**src/rtl/ulpi_pkg.sv**
```systemverilog
// Shared definitions for the ULPI register-access arbiter: TXCMD prefixes,
// FSM state encoding, common PHY register addresses and the TXCMD byte builder.
package ulpi_pkg;

  // TXCMD prefixes for immediate register access
  localparam logic [1:0] REG_WR = 2'b10;
  localparam logic [1:0] REG_RD = 2'b11;

  // Frequently used PHY register addresses
  localparam logic [5:0] VID_LO    = 6'h00;
  localparam logic [5:0] FUNC_CTRL = 6'h04;
  localparam logic [5:0] OTG_CTRL  = 6'h0A;

  typedef enum logic [2:0] {
    S_IDLE,
    S_TXCMD,
    S_WDATA,
    S_STOP,
    S_RD_TURN,
    S_RD_DATA,
    S_RD_END,
    S_DONE
  } state_t;

  // TXCMD byte for an immediate register write or read
  function automatic logic [7:0] txcmd_byte(input logic we, input logic [5:0] addr);
    return {(we ? REG_WR : REG_RD), addr};
  endfunction

endpackage

```
**src/rtl/rr_arbiter.sv**
```systemverilog
// Round-robin request picker: scans the request vector starting at ptr and
// returns the first asserted requester as an index and a one-hot grant.
module rr_arbiter #(
  parameter int N  = 2,
  parameter int IW = (N > 1) ? $clog2(N) : 1
) (
  input  logic [N-1:0]  req,
  input  logic [IW-1:0] ptr,
  output logic          found,
  output logic [IW-1:0] idx,
  output logic [N-1:0]  grant
);

  // circular scan from ptr, first hit wins
  always_comb begin
    int k;
    // NOTE: every output gets a default before the loop so no path leaves it unassigned (no latch).
    found = 1'b0;
    idx   = '0;
    grant = '0;
    for (int i = 0; i < N; i++) begin
      k = int'(ptr) + i;
      if (k >= N) k = k - N;
      if (!found && req[k]) begin
        found    = 1'b1;
        idx      = IW'(k);
        grant[k] = 1'b1;
      end
    end
  end

endmodule

```
**src/rtl/ulpi_reg_arbiter.sv**
```systemverilog
// Shares the ULPI immediate register-access path between NUM_REQ requesters.
// Sequences TXCMD/data/STP for writes and TXCMD/turnaround/data for reads,
// retries the command after a PHY abort (DIR rising), and arbitrates
// round-robin between requesters whenever the sequencer is idle.
// Optional macro ULPI_REG_TIMEOUT_EN adds a NXT/DIR wait timeout that
// finishes the transaction with err=1; without it the sequencer waits forever.
module ulpi_reg_arbiter
  import ulpi_pkg::*;
#(
  parameter int NUM_REQ     = 2,
  parameter int TIMEOUT_CYC = 255
) (
  input  logic                 clk,
  input  logic                 reset,
  input  logic                 ulpi_dir,
  input  logic                 ulpi_nxt,
  output logic                 ulpi_stp,
  input  logic [7:0]           ulpi_data_in,
  output logic [7:0]           ulpi_data_out,
  output logic                 ulpi_data_oe,
  input  logic [NUM_REQ-1:0]   req,
  input  logic [NUM_REQ-1:0]   req_we,
  input  logic [6*NUM_REQ-1:0] req_addr,
  input  logic [8*NUM_REQ-1:0] req_wdata,
  output logic [NUM_REQ-1:0]   ack,
  output logic [7:0]           rdata,
  output logic                 err,
  output logic                 busy
);

  localparam int IW = (NUM_REQ > 1) ? $clog2(NUM_REQ) : 1;

  state_t               state, state_n;
  logic                 held;          // a grant is owned, from grant through DONE
  logic                 cur_we;
  logic [5:0]           cur_addr;
  logic [7:0]           cur_wdata;
  logic [NUM_REQ-1:0]   cur_grant;
  logic [IW-1:0]        cur_idx;
  logic [IW-1:0]        rr_ptr;
  logic [7:0]           rdata_q;

  logic                 arb_found;
  logic [IW-1:0]        arb_idx;
  logic [NUM_REQ-1:0]   arb_grant;
  logic                 start;
  logic                 to_hit;

  logic [7:0]           data_out_c;
  logic                 oe_c;
  logic                 stp_c;

  rr_arbiter #(
    .N  (NUM_REQ),
    .IW (IW)
  ) u_arb (
    .req   (req),
    .ptr   (rr_ptr),
    .found (arb_found),
    .idx   (arb_idx),
    .grant (arb_grant)
  );

  // A fresh grant happens only from IDLE with no retry pending and the bus free
  assign start = (state == S_IDLE) && !held && arb_found && !ulpi_dir;

  // next-state and bus outputs decoded from the current state
  always_comb begin
    state_n    = state;
    data_out_c = '0;
    oe_c       = 1'b0;
    stp_c      = 1'b0;
    case (state)
      S_IDLE: begin
        // PHY owns the bus while DIR is high; a kept grant retries first
        if (!ulpi_dir && (held || arb_found)) state_n = S_TXCMD;
      end
      S_TXCMD: begin
        oe_c       = 1'b1;
        data_out_c = txcmd_byte(cur_we, cur_addr);
        if (ulpi_dir)      state_n = S_IDLE;
        else if (to_hit)   state_n = S_STOP;
        else if (ulpi_nxt) state_n = cur_we ? S_WDATA : S_RD_TURN;
      end
      S_WDATA: begin
        oe_c       = 1'b1;
        data_out_c = cur_wdata;
        if (ulpi_dir)                state_n = S_IDLE;
        else if (to_hit || ulpi_nxt) state_n = S_STOP;
      end
      S_STOP: begin
        oe_c    = 1'b1;
        stp_c   = 1'b1;
        state_n = S_DONE;
      end
      S_RD_TURN: begin
        // DIR together with NXT is an abort with RX: retry once DIR falls
        if (ulpi_dir && ulpi_nxt) state_n = S_IDLE;
        else if (ulpi_dir)        state_n = S_RD_DATA;
        else if (to_hit)          state_n = S_DONE;
      end
      S_RD_DATA: state_n = S_RD_END;
      S_RD_END: begin
        if (!ulpi_dir || to_hit) state_n = S_DONE;
      end
      S_DONE:  state_n = S_IDLE;
      default: state_n = S_IDLE;
    endcase
  end

  // state register, grant latch, read capture and round-robin pointer
  always_ff @(posedge clk) begin
    // NOTE: sequential state uses non-blocking assignments so every register sees pre-edge values.
    if (reset) begin
      state     <= S_IDLE;
      held      <= 1'b0;
      cur_we    <= 1'b0;
      cur_addr  <= '0;
      cur_wdata <= '0;
      cur_grant <= '0;
      cur_idx   <= '0;
      rr_ptr    <= '0;
      rdata_q   <= '0;
    end else begin
      state <= state_n;
      if (start) begin
        held      <= 1'b1;
        cur_we    <= req_we[arb_idx];
        cur_addr  <= req_addr[6*arb_idx +: 6];
        cur_wdata <= req_wdata[8*arb_idx +: 8];
        cur_grant <= arb_grant;
        cur_idx   <= arb_idx;
      end
      if (state == S_RD_DATA) rdata_q <= ulpi_data_in;
      if (to_hit) rdata_q <= '0;
      if (state == S_DONE) begin
        held   <= 1'b0;
        rr_ptr <= (cur_idx == IW'(NUM_REQ - 1)) ? '0 : cur_idx + IW'(1);
      end
    end
  end

`ifdef ULPI_REG_TIMEOUT_EN
  localparam int CW = (TIMEOUT_CYC > 1) ? $clog2(TIMEOUT_CYC) : 1;

  logic [CW-1:0] to_cnt;
  logic          to_flag;
  logic          waiting;

  assign waiting = state inside {S_TXCMD, S_WDATA, S_RD_TURN, S_RD_END};
  assign to_hit  = waiting && (to_cnt == CW'(TIMEOUT_CYC - 1));

  // wait-cycle counter restarts on every state change; flag marks a timed-out transaction
  always_ff @(posedge clk) begin
    if (reset) begin
      to_cnt  <= '0;
      to_flag <= 1'b0;
    end else begin
      if (!waiting || (state_n != state)) to_cnt <= '0;
      else                                to_cnt <= to_cnt + 1'b1;
      if (start)       to_flag <= 1'b0;
      else if (to_hit) to_flag <= 1'b1;
    end
  end

  assign err = (state == S_DONE) && to_flag;
`else
  logic unused_timeout;
  assign unused_timeout = (TIMEOUT_CYC != 0);
  assign to_hit         = 1'b0;
  assign err            = 1'b0;
`endif

  // The link never drives while the PHY holds DIR high
  assign ulpi_data_oe  = oe_c & ~ulpi_dir;
  assign ulpi_data_out = data_out_c;
  assign ulpi_stp      = stp_c;
  assign ack           = (state == S_DONE) ? cur_grant : '0;
  assign rdata         = rdata_q;
  assign busy          = held | (start & ~reset);

endmodule

```
**config.mk**
```make
export PLATFORM = sky130hd
export DESIGN_NAME = ulpi_reg_arbiter
export DESIGN_NICKNAME = d
export VERILOG_FILES = /design/src/rtl/ulpi_pkg.sv /design/src/rtl/rr_arbiter.sv /design/src/rtl/ulpi_reg_arbiter.sv
export SDC_FILE = /design/constraint.sdc
export NUM_CORES = 1
export LEC_CHECK = 0
export ABC_AREA = 1
export CORE_UTILIZATION = 39
export DETAILED_ROUTE_END_ITERATION = 8
export PLACE_DENSITY = 0.84
export SETUP_SLACK_MARGIN = 0.1
export SYNTH_ARGS = -nofsm -noshare
export SYNTH_HDL_FRONTEND = slang
export SYNTH_SLANG_ARGS = --single-unit
export TNS_END_PERCENT = 30
```
**constraint.sdc**
```tcl
create_clock -name clk -period 1.25 [get_ports clk]
set_input_delay 0.1875 -clock clk [delete_from_list [all_inputs] [get_ports clk]]
set_output_delay 0.1875 -clock clk [all_outputs]
set_load 0.01 [all_outputs]
```
== After elaboration in Yosys (flattened, before gate mapping) ==
Index checks and enable logic that the tools add are counted.

* Register bits: 31
* Input bits: 44
* Output and inout bits: 22
* Word-level logic and storage cells: 93

* $add $sub $neg: 4
* $mul: 1
* Order comparisons: 7
* Equality and inequality tests: 12
* Shifts and indexed selects: 2
* Mux-type cells: 36
* Bitwise gates (word level): 6
* Reduce and logical (&&, ||, !) cells: 16

{| class="wikitable"
|+ Operators by type and width
! operator !! count
|-
| 32-bit by 1-bit greater-or-equal comparator with 1-bit output (second input constant) || 2
|-
| 32-bit by 3-bit less-than comparator with 1-bit output (second input constant) || 2
|-
| 32-bit two-way mux || 2
|-
| 32-bit by 3-bit greater-or-equal comparator with 1-bit output (second input constant) || 1
|-
| 32-bit by 3-bit subtractor with 32-bit output (second input constant) || 1
|-
| 3-bit two-way mux || 9
|-
| 3-bit case mux with 8 select lines || 1
|-
| 1-bit two-way mux || 18
|-
| 8-bit case mux with 2 select lines || 1
|-
| 16-bit by 5-bit indexed part select with 8-bit output || 1
|-
| 3-bit == test (second input constant) || 4
|-
| 12-bit by 5-bit indexed part select with 6-bit output || 1
|-
| 3-bit != test (second input constant) || 3
|-
| 1-bit logical AND || 8
|-
| 3-bit by 2-bit == test with 1-bit output (second input constant) || 2
|-
| 2-bit two-way mux || 3
|-
| 5-bit AND reduction || 1
|-
| 3-bit by 1-bit == test with 1-bit output (second input constant) || 1
|-
| 1-bit zero test || 3
|-
| 3-bit zero test || 1
|-
| 2-bit by 1-bit multiplier with 3-bit output (first input constant) || 1
|-
| 3-bit OR reduction || 1
|-
| 1-bit by 2-bit subtractor with 3-bit output (second input constant) || 1
|-
| 1-bit by 1-bit adder with 2-bit output (second input constant) || 1
|-
| 12 further kinds || 15
|}

== Longest topological paths before layout ==
Gate-level depths: netlist of the first run.

* Depth in word-level cells: 13
* Depth in mapped cells: 11
* Gate-level depth less buffers: 10

== Modules after synthesis ==
From an unflattened synthesis of the first run, not the netlist that was laid out.

* Cells, all modules: 225
* Area, all modules: 1,660.3 µm²

{| class="wikitable"
|+ By module, submodules not included
! module !! instances !! cells an instance !! area an instance (µm²) !! sequential area each (µm²)
|-
| ulpi_reg_arbiter || 1 || 211 || 1,605.3 || 620.6
|-
| rr_arbiter || 1 || 14 || 55.1 || 0.0
|}

== Worst setup path before layout of the first run ==
OpenSTA, ideal clock, no wires.

* Path kind: register -> output
* Start: register state[1]
* End: output port busy
* Arrival: 1,255 ps
* Path slack: -192 ps
* Stages on the path, launching flop included: 8
* Cell sequence: dfxtp_1 -> buf_6 -> nor2_8 -> nand2_4 -> nor2_4 -> nand3_2 -> buf_2 -> o21ai_0

* Word-level cells in the longest chain between the ends: 6

{| class="wikitable"
|+ RTL lines
! what !! line !! RTL
|-
| start, declared || ulpi_reg_arbiter.sv:33 || <nowiki>state_t state, state_n;</nowiki>
|-
| start signal, assigned || ulpi_reg_arbiter.sv:125 || <nowiki>state <= state_n;</nowiki>
|-
| 3-bit zero test || ulpi_reg_arbiter.sv:65 || <nowiki>assign start = (state == S_IDLE) && !held && arb_found && !ulpi_dir;</nowiki>
|-
| 1-bit logical AND (3 in series) || ulpi_reg_arbiter.sv:65 ||
|-
| 1-bit bitwise AND || ulpi_reg_arbiter.sv:180 || <nowiki>assign busy = held | (start & ~reset);</nowiki>
|-
| 1-bit OR || ulpi_reg_arbiter.sv:180 ||
|-
| end, declared || ulpi_reg_arbiter.sv:28 || <nowiki>output logic busy</nowiki>
|}

No other way between the ends.

== Final worst setup path of the first run ==
Ends and elaborated chain as after synthesis.

==> qor.txt, run 1 <==
Status: complete, but fails checks
Failing checks: setup timing
Syn Inst Count: 259
Global route total overflow: 0
Max Cap Viol: 0
Met1 GRT Util: 0.244
Clk root buf: clkbuf_8
GR Util met2: 0.395
Die extent in x: 67.8 um
Initial antenna violation count: 0
Final worst slack: -310 ps
Post-synthesis sequential area ratio: 0.368
FF-to-FF End: cur_grant[0]$_SDFFE_PP0P_
Slew Limit Fails: 0
Global-route wire length before repair: 7640 um
Port bufs: 64
Mapped Area: 1690 um2
FF-to-FF Start: rr_ptr$_SDFFE_PP0P_
Routability cong.: 0.935
1st-pass router iterations: 4
Peak VDD IR: 0.000970 V
Chip height: 67.8 um
CP Max Fanout: 5
Synth Net Count: 303
Warnings, synthesis: 0
Clk pwr share: 0.199
Pwr Total: 0.00515 W
P_int: 0.00324 W
CP Capture Type: output pin
PwrDens: 1840 nW/um2
Ant diodes: 0
DRT Wirelength: 4760 um
Routed via count: 1975
Final core utilization: 0.683
H-tree depth: 2
Initial core utilization: 0.413
Distinct cells, synth: 27
Layout cells sized above 1: 0.235
Max Fclk: 641 MHz
Yosys reg bits: 31
TritonCTS buffer count: 5
GRT Util Overall: 0.221
DRC violations left: 0
Fillers: 354
Sequential share of power: 0.284
Synth-to-layout area growth: 65.5%
RSZ-0062 raised after global routing: true
Startpoint types: flop
Core ar.: 4090 um2
Per-cell routed wire length: 11.5 um
Critical path arrival: 1370 ps
CTS sink cnt: 31
Dpl cells: 395
Die Footprint: 4590 um2
Largest net degree at the start of global routing: 20
Final HPWL DP: 3390 um
GRT busiest layer: met2
Fin crit period: 1560 ps
Net Sw Power: 0.00191 W
Clock Latency Late Sink: 290 ps
P_leak: 1.35 nW
Worst hold endpoint: cur_grant[1]$_SDFFE_PP0P_
Logic pwr share: 0.518
Vias per cell: 4.79
Critical Path RT: 1060 ps
Fin area: 2790 um2
Avg Synthesized Cell Area: 6.51 um2
CTS max path bufs: 2
Initial drt markers: 127
Grt met3 use: 0.0574
Reg clk slew, reported paths: 70 ps
Routed Antenna Nets: 0
Crit Path Class: reg2out
Hold path start: cur_grant[1]$_SDFFE_PP0P_
Vias in the first global route: 1882
R2R setup slack: -250 ps
Post-cts hold buffer count: 0
Fin nets: 405
Tcrit/Tclk final: 1.25
Hold Path Class: reg2reg
Worst r2r path cells: 11
Final std cells w/o fill: 412
Final Hold Vio Count: 0
CTS tree: done
Hold Path Depth: 2
I/O pins: 66
Setup violators final: 35
Placed cell areas: 2580 um2
Final Skew: 8.67 ps
Row count: 23
Pre-CTS setup slack: -698 ps
Sw Share: 0.371
==> cells by family after synthesis <==
group | after synthesis | share of synthesized area
buffers and inverters | 30 | 0.0898
and+or+nand+nor | 154 | 0.396
DFF | 31 | 0.368
AOI/OAI and AO/OA | 43 | 0.144
other | 1 | 0.00222
==> synthesized netlist by cell type (all sizes together) <==
cell type,number,area share
nand2,73,0.17
nor2,62,0.15
dfxtp,31,0.37
o21ai,28,0.083
inv,19,0.042
nand3,14,0.045
buf,8,0.038
a21oi,7,0.021
a22o,6,0.031
nor3,3,0.022
clkbuf,2,0.0045
nand4,2,0.0074
a211oi,1,0.0045
clkinv,1,0.0052
conb,1,0.0022
o211ai,1,0.0045
==> power groups by stage <==
stage | registers (W) | clock network (W) | logic, W
floorplan | 0.00143 | 0 | 0.00139
global route | 0.00150 | 0.00109 | 0.00294
detailed placement | 0.00145 | 0 | 0.00242
global placement | 0.00144 | 0 | 0.00237
CTS | 0.00146 | 0.00103 | 0.00252
finish | 0.00146 | 0.00102 | 0.00267
==> worst max-delay path by stage <==
stage	start	cells past startpoint	endpoint
2_1_floorplan	state[1]$_SDFFE_PP0P_	10	cur_we$_SDFFE_PP0P_
4_1_cts	state[1]$_SDFFE_PP0P_	7	busy
6_report	state[1]$_SDFFE_PP0P_	7	busy
3_5_place_dp	req[0]	8	busy
3_3_place_gp	req[0]	8	busy
5_1_grt	rr_ptr$_SDFFE_PP0P_	11	cur_grant[0]$_SDFFE_PP0P_
==> layer usage <==
metal	part of all wire	wire length [um]
met2	0.51	2410
met4	0.013	62
met5	0	0
met3	0.053	252
met1	0.43	2040
==> stage by stage <==
| step | TNS (ps) | hold WS [ps] |
|---|---|---|
| 6_report | -6920 | 464 |
| 3_5_place_dp | -17310 | 431 |
| 4_1_cts | -7220 | 459 |
| 3_3_place_gp | -15660 | 414 |
| 2_1_floorplan | -170 | 257 |
| 5_1_grt | -10190 | 481 |
==> layout by cell type (no fill, tap or decap), types with 2 or more instances in the layout <==
cell             count
dfxtp_4              3
nor2_4               2
buf_4               32
dfxtp_1             27
dlygate4sd2_1        8
nand2_1             70
nand3_1             12
o21ai_0             15
nand4_1              2
inv_2                5
buf_6                9
nor3_4               3
buf_2               12
clkdlybuf4s50_1     42
nand2_4              2
o21ai_1             12
nor2_1              59
a21oi_1              7
clkbuf_8             6
inv_1               13
a22o_1               6
==> worst max-delay path, cell delays in order, from the launching register on <==
cell and delay [ps]:
dfxtp_4 380, buf_12 130, nor2_8 90, nand2_4 60, nor2_4 110, nand3_4 90
o21ai_4 130, buf_6 110
==> flip-flops by register name, summed over array words and instances, names as in the netlist <==
| signal | flops |
|---|---|
| cur_wdata | 8 |
| rdata | 8 |
| cur_addr | 6 |
| state | 3 |
| cur_grant | 2 |
| cur_idx | 1 |
| cur_we | 1 |
| held | 1 |
| rr_ptr | 1 |
==> repair_timing <==
item | in CTS | in global routing
pin swaps | 11 | 3
setup endpoints to repair | 52 | 44
buffers inserted | 5 | 6
gates resized for setup | 77 | 20
==> layout make-up <==
cell class                 count  area, um2  area share
sequential                    31        633       0.227
timing repair buffer         105        925       0.331
clock inverter                 2       35.0      0.0126
clock buffer                   6       82.6      0.0296
inverter                      20       91.3      0.0327
tap                           50       62.6      0.0224
multi-input combinational    198        962       0.345
Note: power is estimated with default switching activity, not from simulation.
==> run 2, diff against run 1 <==
==> constraint.sdc (replaced) <==
create_clock -name clk -period 1.25 [get_ports clk]
set_input_delay 0.25 -clock clk [delete_from_list [all_inputs] [get_ports clk]]
set_output_delay 0.25 -clock clk [all_outputs]
set_load 0.01 [all_outputs]
==> qor.txt, run 2 (synthesized netlist as in run 1, its figures left out) <==
Status: complete, but fails checks
Failing checks: setup timing
Initial drt markers: 163
Routability cong.: 0.933
Commonest cells after routing, fill and taps aside: 66 x nand2_1, 52 x nor2_1, 40 x clkdlybuf4s50_1
1st-pass router iterations: 4
Die Footprint: 4590 um2
P_leak: 1.43 nW
Global-route wire length before repair: 8610 um
Placed cell areas: 2590 um2
Crit Path Class: reg2out
Hold Path Depth: 1
Fin area: 3020 um2
Net Sw Power: 0.00224 W
Core ar.: 4090 um2
Fin nets: 414
Sw Share: 0.396
Clk root buf: clkbuf_8
Critical path arrival: 1480 ps
Initial core utilization: 0.413
Hold Path Class: reg2reg
Pre-CTS setup slack: -824 ps
Setup violators final: 36
Worst r2r path cells: 9
Logic pwr share: 0.585
Dpl cells: 394
Slew Limit Fails: 0
Worst hold endpoint: rr_ptr$_SDFFE_PP0P_
CTS max path bufs: 2
Ant diodes: 0
Max Fclk: 577 MHz
H-tree depth: 2
Max Cap Viol: 0
Critical Path RT: 1000 ps
Die extent in x: 67.8 um
CP Capture Type: output pin
DRC violations left: 0
Pwr Total: 0.00565 W
Reg clk slew, reported paths: 60 ps
Per-cell routed wire length: 14.1 um
P_int: 0.00342 W
Synth-to-layout area growth: 79.2%
FF-to-FF Start: state[1]$_SDFFE_PP0P_
Final HPWL DP: 3550 um
Global route total overflow: 0
Clk pwr share: 0.149
Routed Antenna Nets: 0
CTS sink cnt: 31
FF-to-FF End: cur_addr[2]$_SDFFE_PP0P_
RSZ-0062 raised after global routing: true
Sequential share of power: 0.265
Leading cell type in the layout, fill and taps excluded: nand2_1
Tcrit/Tclk final: 1.39
R2R setup slack: -280 ps
I/O pins: 66
Vias in the first global route: 1974
GRT Util Overall: 0.256
Layout cells sized above 1: 0.315
DRT Wirelength: 5930 um
Wl on met1: 2310 um
Chip height: 67.8 um
PwrDens: 1870 nW/um2
Top metal layer carrying routed signals: met4
Largest net degree at the start of global routing: 18
Worst hold slack: 425 ps
Final worst slack: -484 ps
Vias per cell: 5.10
Fillers: 307
Peak VDD IR: 0.000998 V
Hold path start: cur_idx$_SDFFE_PP0P_
Clock Latency Late Sink: 280 ps
Final Hold Vio Count: 0
Routed via count: 2146
Row count: 23
CP Max Fanout: 3
Final Skew: 3.08 ps
Startpoint types: flop
Final std cells w/o fill: 421
Fin crit period: 1730 ps
Met3 WL: 366 um
Initial antenna violation count: 0
Port bufs: 64
CTS tree: done
TritonCTS buffer count: 5
Met2 WL: 3110 um
[run 2: changes by cell type in the layout (fill, tap and decap cells not counted), moves of 4 or more]
cell,previous run,this run
buf_6,9,13
clkdlybuf4s15_1,0,5
nand2_1,70,66
nor2_1,59,52
nor2_2,0,5
o21ai_0,15,7
o21ai_2,0,10
[run 2: layer usage]
layer,global-route usage,vias up
li1,-,1050
met1,0.282,992
met2,0.469,87
met3,0.0574,17
met4,0.0984,0
met5,0,-
[run 2: metrics by stage]
stage	utilization	setup TNS, ps
floorplan	-	-110
detailed placement	0.635	-19240
CTS	0.689	-7950
global placement	0.635	-17740
finish	0.740	-9110
global route	0.740	-12250
[run 2: worst max-delay path by stage]
stage	startpoint	endpoint	slack (ps)	depth (start not counted)
3_5_place_dp	req[0]	busy	-820	8
3_3_place_gp	req[0]	busy	-780	8
5_1_grt	state[0]$_SDFFE_PP0P_	ulpi_data_out[5]	-580	6
2_1_floorplan	state[1]$_SDFFE_PP0P_	busy	-70	7
4_1_cts	state[1]$_SDFFE_PP0P_	ulpi_data_out[2]	-470	6
6_report	state[0]$_SDFFE_PP0P_	ulpi_data_out[5]	-480	6
[run 2: power by group through the flow]
stage	Clock [W]	Sequential (W)	Combinational (W)
finish	0.000843	0.00150	0.00331
global route	0.000919	0.00153	0.00358
CTS	0.000860	0.00147	0.00275
detailed placement	0	0.00145	0.00238
global placement	0	0.00144	0.00232
floorplan	0	0.00143	0.00145
[run 2: timing repair]
item	4_1_cts	5_1_grt
buffers inserted	9	6
cloned	2	4
pin swaps	19	26
endpoints found under the setup margin	52	48
hold buffers	0	0
resized for setup	104	41
[run 2: layout make-up]
cell class | count | area, um2 | share of cell area
multi-input combinational | 198 | 1040 | 0.346
timing repair buffer | 111 | 1030 | 0.341
sequential | 31 | 636 | 0.210
inverter | 20 | 110 | 0.0364
clock buffer | 8 | 100 | 0.0331
tap | 50 | 62.6 | 0.0207
timing repair inverter | 3 | 40.0 | 0.0132
[run 2: critical path: stages (launching register included)]
cell and delay (ps):
dfxtp_4 400, inv_4 50, nor3_4 250, buf_6 150
buf_6 100, a22o_1 140, buf_6 110
